$ cat config.mk
export PLATFORM = sky130hd
export DESIGN_NAME = hazard_ctrl
export DESIGN_NICKNAME = d
export VERILOG_FILES = /design/src/rtl/hazard_ctrl.sv
export SDC_FILE = /design/constraint.sdc
export NUM_CORES = 1
export LEC_CHECK = 0
export CAP_MARGIN = 10
export CORE_ASPECT_RATIO = 0.8
export CORE_UTILIZATION = 40
export DETAILED_ROUTE_END_ITERATION = 12
export PLACE_DENSITY = 0.77
export SLEW_MARGIN = 20
export SYNTH_ARGS = -nofsm -noshare
export SYNTH_HDL_FRONTEND = slang
export SYNTH_SLANG_ARGS = --single-unit
$ cat constraint.sdc
create_clock -name clk -period 4.9 [get_ports clk]
set_input_delay 0.735 -clock clk [delete_from_list [all_inputs] [get_ports clk]]
set_output_delay 0.735 -clock clk [all_outputs]
set_load 0.02 [all_outputs]
$ cat src/rtl/hazard_ctrl.sv
// Hazard and stall controller for the 5-stage RV64 pipeline: load-use, redirect, and I/D memory waits.
// Define HAZARD_PERF_EN to add the saturating cnt_lu / cnt_dmem / cnt_flush event counters.
module hazard_ctrl #(
  parameter int XLEN = 64,
  parameter int RAW  = 5
) (
  input  logic            clk,
  input  logic            rst,
  input  logic [RAW-1:0]  ID_rs1,
  input  logic [RAW-1:0]  ID_rs2,
  input  logic            ID_use_rs1,
  input  logic            ID_use_rs2,
  input  logic [RAW-1:0]  EX_rd,
  input  logic            EX_mem_read,
  input  logic            EX_redirect,
  input  logic [XLEN-1:0] EX_target,
  input  logic            imem_req,
  input  logic            imem_ack,
  input  logic            dmem_req,
  input  logic            dmem_ack,
  output logic            stall_PC,
  output logic            stall_IFID,
  output logic            stall_IDEX,
  output logic            stall_EXMEM,
  output logic            flush_IFID,
  output logic            flush_IDEX,
  output logic            bubble_MEMWB,
  output logic            redirect_valid,
  output logic [XLEN-1:0] redirect_pc
`ifdef HAZARD_PERF_EN
  ,
  output logic [31:0]     cnt_lu,
  output logic [31:0]     cnt_dmem,
  output logic [31:0]     cnt_flush
`endif
);

  typedef enum logic [1:0] {
    S_RUN,
    S_DMEM_WAIT,
    S_IMEM_WAIT,
    S_DRAIN
  } state_e;

  state_e            state_q, state_d;
  logic [XLEN-1:0]   pend_target_q, pend_target_d;
  logic              fire_q, fire_d;

  logic dstall;
  logic istall;
  logic lu;
  logic mem_hold;

  assign dstall = dmem_req & ~dmem_ack;
  assign istall = imem_req & ~imem_ack;
  assign lu     = EX_mem_read & (EX_rd != '0) &
                  ((ID_use_rs1 & (EX_rd == ID_rs1)) | (ID_use_rs2 & (EX_rd == ID_rs2)));

  // DMEM_WAIT keeps the back end frozen until the ack, even if the request line wobbles.
  assign mem_hold = dstall | ((state_q == S_DMEM_WAIT) & ~dmem_ack);

  always_comb begin
    // NOTE: every output and next-state signal gets a default first so no path infers a latch.
    stall_PC       = 1'b0;
    stall_IFID     = 1'b0;
    stall_IDEX     = 1'b0;
    stall_EXMEM    = 1'b0;
    flush_IFID     = 1'b0;
    flush_IDEX     = 1'b0;
    bubble_MEMWB   = 1'b0;
    redirect_valid = 1'b0;
    redirect_pc    = '0;
    state_d        = state_q;
    pend_target_d  = pend_target_q;
    fire_d         = 1'b0;

    if (state_q == S_DRAIN) begin
      stall_PC   = 1'b1;
      flush_IFID = 1'b1;
      if (fire_q) begin
        // Stale fetch has retired: the PC must load the deferred target, so it is not held.
        stall_PC       = 1'b0;
        redirect_valid = 1'b1;
        redirect_pc    = pend_target_q;
        state_d        = dstall ? S_DMEM_WAIT : S_RUN;
      end else if (imem_ack) begin
        fire_d = 1'b1;
      end
      if (dstall) begin
        stall_IDEX   = 1'b1;
        stall_EXMEM  = 1'b1;
        bubble_MEMWB = 1'b1;
      end
    end else if (mem_hold) begin
      stall_PC     = 1'b1;
      stall_IFID   = 1'b1;
      stall_IDEX   = 1'b1;
      stall_EXMEM  = 1'b1;
      bubble_MEMWB = 1'b1;
      state_d      = S_DMEM_WAIT;
    end else if (EX_redirect) begin
      if (!istall) begin
        redirect_valid = 1'b1;
        redirect_pc    = EX_target;
        flush_IFID     = 1'b1;
        flush_IDEX     = 1'b1;
        state_d        = S_RUN;
      end else begin
        pend_target_d = EX_target;
        flush_IDEX    = 1'b1;
        stall_PC      = 1'b1;
        state_d       = S_DRAIN;
      end
    end else if (lu) begin
      // Holding IF/ID keeps the dependent instruction; it must not also be flushed.
      stall_PC   = 1'b1;
      stall_IFID = 1'b1;
      flush_IDEX = 1'b1;
      state_d    = istall ? S_IMEM_WAIT : S_RUN;
    end else if (istall) begin
      stall_PC   = 1'b1;
      flush_IFID = 1'b1;
      state_d    = S_IMEM_WAIT;
    end else begin
      state_d = S_RUN;
    end

    if (rst) begin
      stall_PC       = 1'b0;
      stall_IFID     = 1'b0;
      stall_IDEX     = 1'b0;
      stall_EXMEM    = 1'b0;
      flush_IFID     = 1'b1;
      flush_IDEX     = 1'b1;
      bubble_MEMWB   = 1'b1;
      redirect_valid = 1'b0;
      redirect_pc    = '0;
    end
  end

  // NOTE: sequential state uses non-blocking assignments so every register samples pre-edge values.
  always_ff @(posedge clk or posedge rst) begin
    if (rst) begin
      state_q       <= S_RUN;
      pend_target_q <= '0;
      fire_q        <= 1'b0;
    end else begin
      state_q       <= state_d;
      pend_target_q <= pend_target_d;
      fire_q        <= fire_d;
    end
  end

`ifdef HAZARD_PERF_EN
  logic lu_hit;
  assign lu_hit = lu & ~mem_hold & ~EX_redirect & (state_q != S_DRAIN);

  always_ff @(posedge clk or posedge rst) begin
    if (rst) begin
      cnt_lu    <= '0;
      cnt_dmem  <= '0;
      cnt_flush <= '0;
    end else begin
      if (lu_hit && (cnt_lu != '1))
        cnt_lu <= cnt_lu + 32'd1;
      if (dstall && (cnt_dmem != '1))
        cnt_dmem <= cnt_dmem + 32'd1;
      if (redirect_valid && (cnt_flush != '1))
        cnt_flush <= cnt_flush + 32'd1;
    end
  end
`endif

endmodule

==> flow_summary.toml <==
[worst_setup_path]
path_class = "input port to primary output"
path_cells = "clkdlybuf4s50_1 > nand2b_4 > a2111oi_4 > buf_12 > a22oi_1 > nor2_1 > clkdlybuf4s50_1"
worstPathArrival_ps = 3120
crit_path_start_kind = "input port"
cpLargestDelayFamily = "buffers and inverters"
crit_top_cell = "clkdlybuf4s50_1"
critical_path.max_stage_delay_ps = 640
cp-end-kind = "primary output"
path_buf_inv = 3
crit_slowest_cell = "clkdlybuf4s50_1"
path_max_fanout = 65
crit_required_ps = 4160

[pwr]
p_total_mw = 2.174
p_leak_nw = 2.378
power.density_nw_per_um2 = 354.8
ir_drop_v = 0.0001880

[synth]
synth_edf_count = 0
netlist_instances = 344
syn-cell-area_um2 = 4272
synth_fp_nets = 433
synth_top_area_share_pct = 39.25
synth_top_family_by_area = "multiplexers"
synth.largest_area_cell = "dfrtp_1"
yosys.area_share.simple_pct = 9.256
yosys-top-cells-area = "dfrtp_1 (39%), mux2_4 (21%), a22oi_2 (15%), nor2_1 (5.9%), buf_12 (3.3%)"
syn_avg_cell_area_um2 = 12.42
synthTopCellsByCount = "dfrtp_1 (67), nor2_1 (67), mux2_4 (60)"
synthMuxAreaShare_pct = 22.14
ys_warn_count = 0
synthFlopType = "dfrtp_1"
synth_compound_gate_area_share_pct = 19.98
yosysSeqAreaShare_pct = 39.25
yosys.cell_types.count = 37
synth-seq-cells = 67
synthAdderAreaFrac_pct = 0
synthXorXnorAreaFrac_pct = 2.050
synthArstFlopShare_pct = 100.0

[clock_network]
cts.sinks = 67
root_buffer = "clkbuf_16"
cts_tree = "built"
clk_pin_slew_ps = 60
cts_inserted_buffers = 9
post_cts_resized = 0
htreeDepth = 3
postCtsSetupBuffers = 0
hold_buffers = 0
clockBufferDepth = 2
clk_latency_ps = 320

[layout]
finalNetCount = 578
instances_no_fill = 634
post_route_cells_drive_above_1_share_pct = 28.34
syn_to_final_growth_pct = 43.47
fillers = 871
postLayoutCellArea_um2 = 6128
finish.utilization_pct = 59.37
n_antenna_cell = 0

[drt]
vias = 3221
drtAntennaViolNets = 0
route.detailed.drc = 0
via_per_inst = 5.080
drt-total-wl_um = 10450
first_pass_iters = 4
routedWlPerCell_um = 16.49
first_iter_violations = 120

[place]
globalplace.congestion = 0.7623
port_buffers = 160
pre_cts_slack_ps = 1018
dp_hpwl_um = 7103
dpl_cell_area_um2 = 5801
placedCellCount = 618

[die]
io_pins = 161
rows = 33
fp.dieH_um = 94.43
initial_core_util_pct = 41.38
die_x_um = 117.5
dieArea_um2 = 11100
core_um2 = 10320

[global_routing]
grt_overflow = 0
grt_pass1_wl_um = 16820
grt_pass1_vias = 3426
track_usage_pct = 18.90
grt_max_degree = 69
antenna_found_initial = 0

[timing]
slew_viol_final = 0
hold_ws_ps = 466.9
setup_viol = 0
clock_skew_ps = 5.273
rsz0062_at_grt = "false"
timing.final.crit_share_pct = 78.74
max_freq_mhz = 259.2
max_slew.worst_pin.slew_ps = 1059
fin_crit_ps = 3858
slew-limit-headroom_pct = 29.41
finalWorstSetupSlack_ps = 1042
finalHoldViolCount = 0
fin_tns_setup_ps = 0

[run_status]
status = "finished, final reports clean"

[worst_hold_path]
worstHoldPathType = "register to register"

[job]
max-cap-violations = 0
-- sequential cells by signal (all words and copies together), names as in the netlist --
register / flops
pend_target_q: 64
fire_q: 1
state_q: 2
-- layer usage --
| metal | wire length [um] | vias to the layer above | global-route usage (%) |
|---|---|---|---|
| met4 | 156 | 0 | 5.769 |
| li1 | - | 1530 | - |
| met3 | 598 | 12 | 4.589 |
| met5 | 0 | - | 0 |
| met2 | 5109 | 112 | 33.48 |
| met1 | 4588 | 1567 | 22.93 |
-- worst paths after layout --
kind	startpoint	to	slack (ps)	cells after the start
min reg2reg	fire_q	fire_q	470	1
min	fire_q	fire_q	470	1
max in group asynchronous	rst	pend_target_q[2]	3500	3
max	dmem_ack	redirect_pc[1]	1040	7
min in group asynchronous	rst	state_q[0]	860	3
max reg2reg	state_q[1]	pend_target_q[34]	2450	5
-- cell families (layout without fill, tap and decap cells) --
logic type,count (synthesis),after routing
and+or+nand+nor,89,89
AOI/OAI and AO/OA,79,79
DFF,67,67
muxes,64,64
buffers and inverters,35,185
xor gates and xnor gates,10,10
-- layout make-up --
type,instances,area (um^2),area share [%]
Clock buffer,11,242.7,3.961
Sequential cell,67,1677,27.36
Multi-Input combinational cell,242,2287,37.32
Inverter,4,15.01,0.2450
Clock inverter,5,85.08,1.388
Timing Repair Buffer,165,1647,26.87
Tap cell,140,175.2,2.858
-- power by group --
group	internal (mW)	switching (mW)
combinational	0.389	0.216
clock	0.462	0.237
sequential	0.738	0.132
total	1.59	0.585
-- cell usage in the layout, fill, tap and decap left out, types with 3 or more instances in the layout --
master / instances
nor2_1: 67
mux2_4: 60
a22oi_2: 50
buf_4: 4
dfrtp_1: 67
clkdlybuf4s50_1: 159
o21ai_1: 3
mux2_1: 4
a22oi_1: 14
a21oi_1: 4
clkbuf_16: 9
nand2_1: 5
xor2_1: 8
inv_1: 3
Power figures use the tool's default switching activity.
